==> src/rtl/pci_mem_target.sv <==
// 32-bit PCI target: Type-0 config header plus one memory BAR over an NREGS x 32 register file.
// Optional PCI_PARITY_EN: read parity generation, write parity checking and PERR# reporting.
module pci_mem_target #(
  parameter int          NREGS     = 16,
  parameter logic [15:0] VENDOR_ID = 16'h1172,
  parameter logic [15:0] DEVICE_ID = 16'h0001,
  parameter logic [31:0] CLASS_REV = 32'hFF000000
) (
  input  logic        PCI_CLK,
  input  logic        RST,
  input  logic [31:0] AD_IN,
  input  logic [3:0]  CBE_IN,
  input  logic        FRAME_N_IN,
  input  logic        IRDY_N_IN,
  input  logic        IDSEL_IN,
  input  logic        PAR_IN,
  output logic [31:0] AD_OUT,
  output logic        AD_OE,
  output logic        TRDY_N_OUT,
  output logic        DEVSEL_N_OUT,
  output logic        STOP_N_OUT,
  output logic        TRGT_OE,
  output logic        PAR_OUT,
  output logic        PAR_OE,
  output logic        PERR_N_OUT,
  output logic        PERR_OE,
  output logic [31:0] USER_REG0,
  output logic [1:0]  STATE_DBG
);
  localparam int          IW       = $clog2(NREGS);
  localparam int          AW       = IW + 2;
  localparam logic [31:0] BAR_MASK = 32'hFFFF_FFFF << AW;

  typedef enum logic [1:0] {IDLE, S_DATA, TURN_AR, BUSY} state_t;
  state_t state, state_nx;

  logic [31:0]   regs [NREGS];
  logic [31:0]   bar0, cfg_rdata, rd_word;
  logic          cmd_mem_en, cmd_par_resp, perr_stat, perr_hit;
  logic          frame_n_q, is_read, is_cfg, misalign, rd_first, disc_wait;
  logic [IW-1:0] idx, idx_sel;
  logic [5:0]    cfg_dw;
  logic          addr_phase, cfg_hit, mem_rd, mem_wr, mem_hit, a_read, a_stop, done, sel_stop;

  // Handshake: a data phase completes on any edge where IRDY# and TRDY# are both low.
  always_comb begin
    addr_phase = (state == IDLE) && frame_n_q && !FRAME_N_IN;
    cfg_hit    = IDSEL_IN && (CBE_IN == 4'hA || CBE_IN == 4'hB) && (AD_IN[1:0] == 2'b00);
    mem_rd     = (CBE_IN == 4'h6) || (CBE_IN == 4'hC) || (CBE_IN == 4'hE);
    mem_wr     = (CBE_IN == 4'h7) || (CBE_IN == 4'hF);
    mem_hit    = cmd_mem_en && (mem_rd || mem_wr) && (AD_IN[31:AW] == bar0[31:AW]);
    a_read     = cfg_hit ? !CBE_IN[0] : mem_rd;
    a_stop     = cfg_hit || (AD_IN[1:0] != 2'b00) || (&AD_IN[AW-1:2]);
    done       = (state == S_DATA) && !IRDY_N_IN && !TRDY_N_OUT;
    idx_sel    = done ? idx + 1'b1 : idx;
    sel_stop   = is_cfg || misalign || (&idx_sel);
    cfg_rdata  = '0;
    case (cfg_dw)
      6'd0:    cfg_rdata = {DEVICE_ID, VENDOR_ID};
      6'd1:    cfg_rdata = {perr_stat, 15'd0, 9'd0, cmd_par_resp, 4'd0, cmd_mem_en, 1'b0};
      6'd2:    cfg_rdata = CLASS_REV;
      6'd4:    cfg_rdata = bar0;
      default: cfg_rdata = '0;
    endcase
    rd_word  = is_cfg ? cfg_rdata : regs[idx_sel];
    state_nx = state;
    case (state)
      IDLE:    if (addr_phase) state_nx = (cfg_hit || mem_hit) ? S_DATA : BUSY;
      S_DATA:  if ((done || disc_wait) && FRAME_N_IN) state_nx = TURN_AR;
      TURN_AR: state_nx = IDLE;
      BUSY:    if (FRAME_N_IN && IRDY_N_IN) state_nx = IDLE;
      default: state_nx = IDLE;
    endcase
  end

  always_ff @(posedge PCI_CLK) begin
    if (RST) begin
      state <= IDLE;  frame_n_q <= 1'b1;
      TRGT_OE <= 1'b0; AD_OE <= 1'b0; AD_OUT <= '0;
      TRDY_N_OUT <= 1'b1; DEVSEL_N_OUT <= 1'b1; STOP_N_OUT <= 1'b1;
      is_read <= 1'b0; is_cfg <= 1'b0; misalign <= 1'b0; rd_first <= 1'b0; disc_wait <= 1'b0;
      idx <= '0; cfg_dw <= '0;
    end else begin
      state     <= state_nx;
      frame_n_q <= FRAME_N_IN;
      case (state)
        IDLE: if (addr_phase && (cfg_hit || mem_hit)) begin
          TRGT_OE <= 1'b1; DEVSEL_N_OUT <= 1'b0;
          is_cfg <= cfg_hit; is_read <= a_read; misalign <= (AD_IN[1:0] != 2'b00);
          idx <= AD_IN[AW-1:2]; cfg_dw <= AD_IN[7:2];
          rd_first <= a_read; disc_wait <= 1'b0;
          if (a_read) AD_OE <= 1'b1;
          else begin
            TRDY_N_OUT <= 1'b0; STOP_N_OUT <= !a_stop;
          end
        end
        S_DATA: begin
          if (rd_first) begin
            // Turnaround cycle is over: present the first word.
            rd_first <= 1'b0; TRDY_N_OUT <= 1'b0; AD_OUT <= rd_word; STOP_N_OUT <= !sel_stop;
          end else if (done && FRAME_N_IN) begin
            TRDY_N_OUT <= 1'b1; DEVSEL_N_OUT <= 1'b1; STOP_N_OUT <= 1'b1; AD_OE <= 1'b0;
          end else if (done && !STOP_N_OUT) begin
            TRDY_N_OUT <= 1'b1; disc_wait <= 1'b1;
          end else if (done) begin
            idx <= idx_sel; STOP_N_OUT <= !sel_stop;
            if (is_read) AD_OUT <= rd_word;
          end else if (disc_wait && FRAME_N_IN) begin
            TRDY_N_OUT <= 1'b1; DEVSEL_N_OUT <= 1'b1; STOP_N_OUT <= 1'b1; AD_OE <= 1'b0;
          end
        end
        TURN_AR: TRGT_OE <= 1'b0;
        default: ;
      endcase
    end
  end

  always_ff @(posedge PCI_CLK) begin
    if (RST) begin
      for (int i = 0; i < NREGS; i++) regs[i] <= '0;
      bar0 <= '0; cmd_mem_en <= 1'b0; cmd_par_resp <= 1'b0; perr_stat <= 1'b0;
    end else begin
      if (done && !is_read && !is_cfg)
        for (int b = 0; b < 4; b++)
          if (!CBE_IN[b]) regs[idx][8*b +: 8] <= AD_IN[8*b +: 8];
      if (done && !is_read && is_cfg) begin
        case (cfg_dw)
          6'd1: begin
            if (!CBE_IN[0]) begin
              cmd_mem_en <= AD_IN[1]; cmd_par_resp <= AD_IN[6];
            end
            if (!CBE_IN[3] && AD_IN[31]) perr_stat <= 1'b0;
          end
          6'd4:
            for (int b = 0; b < 4; b++)
              if (!CBE_IN[b]) bar0[8*b +: 8] <= AD_IN[8*b +: 8] & BAR_MASK[8*b +: 8];
          default: ;
        endcase
      end
      if (perr_hit) perr_stat <= 1'b1;
    end
  end

`ifdef PCI_PARITY_EN
  logic        wr_chk;
  logic [31:0] ad_q;
  logic [3:0]  cbe_q;

  // PAR for a write phase arrives one cycle later, so the captured AD/CBE are checked on the next edge.
  assign perr_hit = wr_chk && (PAR_IN != ^{ad_q, cbe_q});

  always_ff @(posedge PCI_CLK) begin
    if (RST) begin
      PAR_OUT <= 1'b0; PAR_OE <= 1'b0; PERR_N_OUT <= 1'b1; PERR_OE <= 1'b0;
      wr_chk <= 1'b0; ad_q <= '0; cbe_q <= '0;
    end else begin
      if (AD_OE) PAR_OUT <= ^{AD_OUT, CBE_IN};
      PAR_OE     <= AD_OE;
      wr_chk     <= done && !is_read;
      ad_q       <= AD_IN;
      cbe_q      <= CBE_IN;
      PERR_N_OUT <= !(perr_hit && cmd_par_resp);
      PERR_OE    <= (perr_hit && cmd_par_resp) || !PERR_N_OUT;
    end
  end
`else
  logic unused_par;
  assign unused_par = PAR_IN;
  assign perr_hit   = 1'b0;
  assign PAR_OUT    = 1'b0;
  assign PAR_OE     = 1'b0;
  assign PERR_N_OUT = 1'b1;
  assign PERR_OE    = 1'b0;
`endif

  assign USER_REG0 = regs[0];
  assign STATE_DBG = state;
endmodule

==> config.mk <==
export PLATFORM = sky130hd
export DESIGN_NAME = pci_mem_target
export DESIGN_NICKNAME = d
export VERILOG_FILES = /design/src/rtl/pci_mem_target.sv
export SDC_FILE = /design/constraint.sdc
export NUM_CORES = 1
export LEC_CHECK = 0
export BUFFER_PORTS_ARGS = -buffer_cell sky130_fd_sc_hd__buf_2
export CORE_MARGIN = 3
export CORE_UTILIZATION = 60
export CTS_BUF_LIST = sky130_fd_sc_hd__clkbuf_16
export DETAILED_ROUTE_END_ITERATION = 16
export PLACE_DENSITY_LB_ADDON = 0.15
export SLEW_MARGIN = 20
export SYNTH_ARGS = -nofsm -noshare
export SYNTH_HDL_FRONTEND = slang
export SYNTH_SLANG_ARGS = --single-unit
==> constraint.sdc <==
create_clock -name PCI_CLK -period 4.5 [get_ports PCI_CLK]
set_input_delay 0 -clock PCI_CLK [delete_from_list [all_inputs] [get_ports PCI_CLK]]
set_output_delay 0 -clock PCI_CLK [all_outputs]
set_load 0.05 [all_outputs]
==> results.cfg, run 1 <==
[outcome]
status = complete, no violations

[place]
dp_slack_ps = 974
dp_cells = 3305
portBuffers = 111
place_congestion = 0.965
hpwl_microns = 58200

[global_routing]
antenna_found_initial = 0
grt_pass1_vias = 22308
grt_max_degree = 117
grt_usage_pct = 32.1
grt_pass1_wl_microns = 136000
grt.overflow.total = 0

[route]
ant_nets = 0
drcViolationCount = 0
vias = 22463
finalWirelength_microns = 90000
first_pass_iters = 8
route.detailed.wl_per_inst_microns = 25.9
viasPerCell = 6.46
drt_iter0_markers = 2525

[min_path]
min_path_type = input pin to flop
min_path_cells = 3

[layout]
area_growth_syn_to_layout_pct = 12.2
final_nets = 2792
finalNonFillerCells = 3476
final_common_cell = and2_1
layout_common_cells = and2_1 (514), edfxtp_1 (512), mux2i_1 (341)
drive_gt1_share_pct = 15.2

[synthesis]
synth_edf_count = 512
synth_top_area_share_pct = 48.9
netlist_area_sq_um = 31500
synth-seq-cells = 595
async_flop_share_pct = 0
yosysSeqAreaShare_pct = 54.1
synth_area_leaders = edfxtp_1 (49%), mux2i_1 (11%), and2_1 (10%)
syn_avg_cell_area_sq_um = 12.0
syn_inst = 2625
yosys.area.top_type = edfxtp_1
ys_warn_count = 0
ys.flop_type = edfxtp_1
synth.distinct_cells = 67

[setup_path]
cp.arrival_ps = 4220
cp_max_fo = 13
crit_slowest_cell = a21boi_2
worstSetupPathType = flop to flop
cp-end-kind = flop
max_stage_delay_ps = 950
regToRegSetupSlack_ps = 800
worst-path-buf-inv = 1
crit_path_cell_trace = nor4b_4 -> mux2i_1 -> buf_4 -> a21boi_2 -> nand3_1 -> a31oi_1 -> a31oi_1 -> a32o_1
critPathLaunchType = flop
critPathRequiredTime_ps = 5020
crit_top_cell = a31oi_1
cpLargestDelayFamily = compound AO/OA/AOI/OAI gates
worst-path-stages = 8
ff2ff_path_depth = 8

[sta]
slew_headroom_pct = 19.0
clock_skew_ps = 24.7
setup_slack_ps = 804
fin_crit_sh_pct = 82.1
slew_viol_final = 0
rsz0062_at_grt = no
finalCriticalPeriod_ps = 3700
final-setup-viol-count = 0
fmax_mhz = 271
worstMarginPinSlew_ps = 1210
tns_ps = 0
hold_viol = 0

[die]
rows = 83
start_util_pct = 61.0
chipWidth_microns = 235
fp.dieH_microns = 235
ioPinCount = 117
die_area_sq_um = 55200
fp.coreArea_sq_um = 51600

[pwr]
pwr_density_cell_nw_per_um2 = 336
p_leak_nw = 12.5
vdd_ir_drop_max_uv = 304

[cts]
cts_num_sinks = 595
cts_tree = done
clk-insertion-delay-late_ps = 640
cts_root_buf = clkbuf_16
cts-htree-levels = 2
clock_path_buffers = 3
ctsResizeCount = 0
cts_buffers = 59
clk_pin_slew_worst_paths_ps = 60

[job]
drv_cap = 0
synth_stat cells, drive strengths merged, types with 18 or more instances:
cell type and number:
a21oi 68, dfxtp 83, a31oi 18, and2 514, o22ai 33, mux4 92, o21ai 85, xor2 22
clkbuf 126, nor2b 22, nor3 26, edfxtp 512, nand3 44, mux2i 341, nand2 201, a211oi 40
buf 93, nor2 137
what timing repair did:
| action | in CTS | in global routing |
|---|---|---|
| hold buffers | 60 | 0 |
| buffers inserted | 0 | 0 |
| hold endpoints to repair | 561 | 0 |
kinds of logic after synthesis:
group | synth area share, %
multiplexers | 17.4
AO/OA/AOI/OAI | 6.94
AND/OR/NAND/NOR | 17.0
adder cells (fa/ha/maj) | 0.159
XOR/XNOR | 0.950
buffers and inverters | 3.30
other | 0.0239
flip-flops | 54.1
state kept, by name, indices dropped and copies added, names as in the netlist, 2 cells and up:
register   cells
AD_OUT        32
STATE_DBG      2
bar0          26
cfg_dw         6
idx            4
regs         512
stage by stage:
stage / power, mW / util [%] / instance area (sq um) / hold WS [ps]
6_report: 11.9 / 68.4 / 35300 / 37.2
5_1_grt: 12.2 / 68.4 / 35300 / 53.9
4_1_cts: 11.9 / 68.4 / 35300 / 12.1
3_5_place_dp: 7.06 / 63.6 / 32800 / 355
3_3_place_gp: 7.03 / 63.6 / 32800 / 357
2_1_floorplan: 6.78 / - / 31500 / 198
report_power, final:
group | leakage (nW) | internal, mW | switching (mW)
logic | 5.58 | 0.263 | 0.498
clock network | 0.970 | 2.77 | 2.11
registers | 5.96 | 6.13 | 0.0945
worst paths after layout:
| check | end | startpoint |
|---|---|---|
| setup / recovery | AD_OUT[3] | STATE_DBG[1] |
| hold reg to reg | DEVSEL_N_OUT | DEVSEL_N_OUT |
| hold / removal | STATE_DBG[0] | RST |
| setup reg to reg | AD_OUT[3] | STATE_DBG[1] |
per-layer routing:
layer,part of all wire (%),vias up,track usage [%]
met2,46,1236,49.8
met4,4.6,0,13.6
met3,9.8,223,5.74
met1,40,11140,45.1
met5,0,-,0
li1,-,9864,-
layout make-up:
type	instances	area [sq um]
antenna	1	2.50
clock buffer	59	1480
clock inverter	51	402
fill	3661	16300
inverter	13	50.0
multi-input combinational	1800	13500
sequential	595	17000
tap	680	851
timing repair buffer	277	2000
worst register-to-register path, cell delays in order, from the launching register on:
cell	delay, ps
dfxtp_1	450
nor4b_4	850
mux2i_1	270
buf_4	240
a21boi_2	950
nand3_1	160
a31oi_1	330
a31oi_1	100
a32o_1	250
No activity file was read; power rests on OpenSTA's default activity.
==> inputs of run 2 (changes only) <==
ABC_AREA = 1   (was not set)
CORE_UTILIZATION = 56   (was 60)
clock period = 3 ns   (was 4.5 ns; I/O delays follow)
==> run 2 against run 1 <==
  * Maximum frequency up 33%
  * Hold slack worse by 9.9 ps
  * Non-clock buffer count up 33
  * Via count up 1.1%
  * Largest cell class unchanged
  * First-iteration DRC count up 13%
  * Clock skew down 5.1 ps
  * Highest routed layer unchanged
==> results.cfg, run 2 <==
[global_routing]
grt_max_degree = 83
grt.overflow.total = 0
antenna_found_initial = 1
grt_use_met1_pct = 41.9
grt_use_met2_pct = 48.8
grt_pass1_wl_microns = 124000
grt_pass1_vias = 22107
met3_usage_pct = 6.04
top_usage_layer = met2
grt_usage_pct = 30.6

[synthesis]
synthTopCellsByCount = nor2_1 (662), nand2_1 (530), edfxtp_1 (512)
async_flop_share_pct = 0
synth_mux_area_share_pct = 0.0722
synthSimpleGateAreaFrac_pct = 22.9
yosys.cell_count.top_type = nor2_1
synth_top_area_share_pct = 55.4
synth-seq-cells = 595
synth-xor-area-share_pct = 0.244
synth_top_family_by_area = simple AND/OR/NAND/NOR gates
syn_inst = 3009
synth_area_leaders = edfxtp_1 (55%), nor2_1 (9.0%), nand2_1 (7.2%)
syn_avg_cell_area_sq_um = 9.22
yosys.area.top_type = edfxtp_1
netlist_area_sq_um = 27700
synth.distinct_cells = 38
ys_warn_count = 0
yosysSeqAreaShare_pct = 61.4
synth_compound_area_share_pct = 8.57
synth_edf_count = 512
synthAdderAreaFrac_pct = 0.180
ys.flop_type = edfxtp_1

[sta]
fin_crit_sh_pct = 92.7
slew_viol_final = 0
hold_viol = 0
slew_headroom_pct = 39.7
rsz0062_at_grt = no
fmax_mhz = 360
worstMarginPinSlew_ps = 899
clock_skew_ps = 19.5
tns_ps = 0
finalCriticalPeriod_ps = 2780
final-setup-viol-count = 0

[die]
fp.coreArea_sq_um = 48300
fp.dieH_microns = 229
start_util_pct = 57.4
chipWidth_microns = 229
ioPinCount = 117
rows = 80
die_area_sq_um = 52200

[cts]
cts_buffers = 59
clk-insertion-delay-late_ps = 630
clk_pin_slew_worst_paths_ps = 60
post-cts-setup-buffers = 0
cts-htree-levels = 2
cts_tree = done
cts_num_sinks = 595
clock_path_buffers = 3
cts_hold_buf = 41
cts_root_buf = clkbuf_16
ctsResizeCount = 0

[pwr]
pwr_density_cell_nw_per_um2 = 562
vdd_ir_drop_max_uv = 438
pwr-share-comb_pct = 7.9
seqPwrFrac_pct = 51.6
clock_power_share_pct = 40.5
switchingPower_mw = 4.33
switching_share_pct = 24.0
p_leak_nw = 13.6
power.internal_mw = 13.7

[place]
dp_cells = 3761
place_congestion = 0.971
hpwl_microns = 54500
portBuffers = 111

[layout]
layout_common_cells = nor2_1 (662), nand2_1 (530), edfxtp_1 (512)
fill_cells = 3826
final_common_cell = nor2_1
area_growth_syn_to_layout_pct = 15.4
largest_reg_flops = 512
finalNonFillerCells = 3913
final_nets = 3253
drive_gt1_share_pct = 11.9
largest_registers = regs (512), AD_OUT (32), bar0 (26)
fin_util_pct = 66.2
largest-register = regs

[setup_path]
crit_slowest_cell = dlygate4sd3_1
r2r_start = cfg_dw[5]
cp_max_fo = 16
max_stage_delay_ps = 570
crit_path_cell_trace = nor2_1 -> nand2_1 -> nor3_2 -> nand2_1 -> clkinv_1 -> nand3_1 -> nor2_2 -> nor2_1 -> a211oi_1 -> dlygate4sd3_1
critPathRequiredTime_ps = 3570
worst-path-buf-inv = 2
cp.arrival_ps = 3350
critPathLaunchType = flop
worstSetupPathType = flop to flop
regToRegSetupSlack_ps = 220
cpLargestDelayFamily = simple AND/OR/NAND/NOR gates
ff2ff_path_depth = 10
cp-end-kind = flop
r2r-end = bar0[8]

[route]
drcViolationCount = 0
viasPerCell = 5.80
first_pass_iters = 5
finalWirelength_microns = 80600
vias = 22707
drt_iter0_markers = 2849
route.detailed.wl_per_inst_microns = 20.6
ant_nets = 0

[job]
drv_cap = 0

[min_path]
min_path_cells = 4
holdPathEnd = bar0[18]
hold_path.startpoint = AD_IN[18]
min_path_type = input pin to flop

[outcome]
status = complete, no violations
run 2: cell count changes after synthesis, sizes merged, moves of 54 or more:
cell | previous run | this run
inv | 12 | 236
nor2 | 137 | 672
nand3 | 44 | 283
o21ai | 85 | 205
mux2i | 341 | 2
o211ai | 3 | 57
mux4 | 92 | 0
nand2 | 201 | 536
and2 | 514 | 0
run 2: worst max path at each step:
stage                       from         end  slack, ps  depth (start not counted)
floorplan           STATE_DBG[0]  regs[3][0]        400                          9
global placement          idx[0]  AD_OUT[30]        400                         13
detailed placement        idx[0]  AD_OUT[30]        340                         13
CTS                    cfg_dw[5]     bar0[8]        270                         10
global route           cfg_dw[5]     bar0[8]         10                         10
finish                 cfg_dw[5]     bar0[8]        220                         10
run 2: per-layer routing:
layer | vias up | routed length (microns)
li1 | 10475 | -
met1 | 10734 | 31600
met2 | 1291 | 37100
met3 | 207 | 8860
met4 | 0 | 2980
met5 | - | 0
run 2: cells by family (layout without fill, tap and decap cells):
| group | count (synthesis) | count (layout) |
|---|---|---|
| adders and majority gates | 4 | 4 |
| AOI/OAI and AO/OA | 422 | 422 |
| muxes | 2 | 2 |
| and+or+nand+nor | 1535 | 1535 |
| DFF | 595 | 595 |
| xor gates and xnor gates | 6 | 6 |
| other | 2 | 5 |
| buffers and inverters | 443 | 688 |
run 2: metrics by stage:
stage | worst slack [ps] | cell area [sq um] | total power [mW] | hold WS (ps)
after CTS | 268 | 32000 | 18.0 | 1.05
after global routing | 11.3 | 32000 | 18.5 | 51.8
after global placement | 403 | 29700 | 10.8 | 306
after detailed placement | 341 | 29700 | 10.8 | 312
final | 220 | 32000 | 18.0 | 27.3
after floorplan | 400 | 27700 | 10.3 | 141
run 2: final cells by class:
| cell class | count | area (sq um) | share of cell area (%) |
|---|---|---|---|
| antenna | 1 | 2.50 | 0.00782 |
| multi-input combinational | 1973 | 8910 | 27.8 |
| sequential | 595 | 17000 | 53.2 |
| clock buffer | 61 | 1530 | 4.77 |
| tap | 656 | 821 | 2.56 |
| clock inverter | 49 | 374 | 1.17 |
| inverter | 268 | 1010 | 3.15 |
| timing repair buffer | 310 | 2330 | 7.27 |
run 2: power groups by stage:
stage,combinational [mW],clock (mW),sequential [mW]
4_1_cts,1.39,7.32,9.30
6_report,1.42,7.28,9.30
3_3_place_gp,1.33,0,9.46
2_1_floorplan,0.757,0,9.55
3_5_place_dp,1.35,0,9.47
5_1_grt,1.53,7.66,9.32
run 2: worst register-to-register path: stages, from the launching register on:
cell	delay, ps
dfxtp_1	310
nor2_1	200
nand2_1	90
nor3_2	250
nand2_1	280
clkinv_1	120
nand3_1	160
nor2_2	510
nor2_1	80
a211oi_1	170
dlygate4sd3_1	570
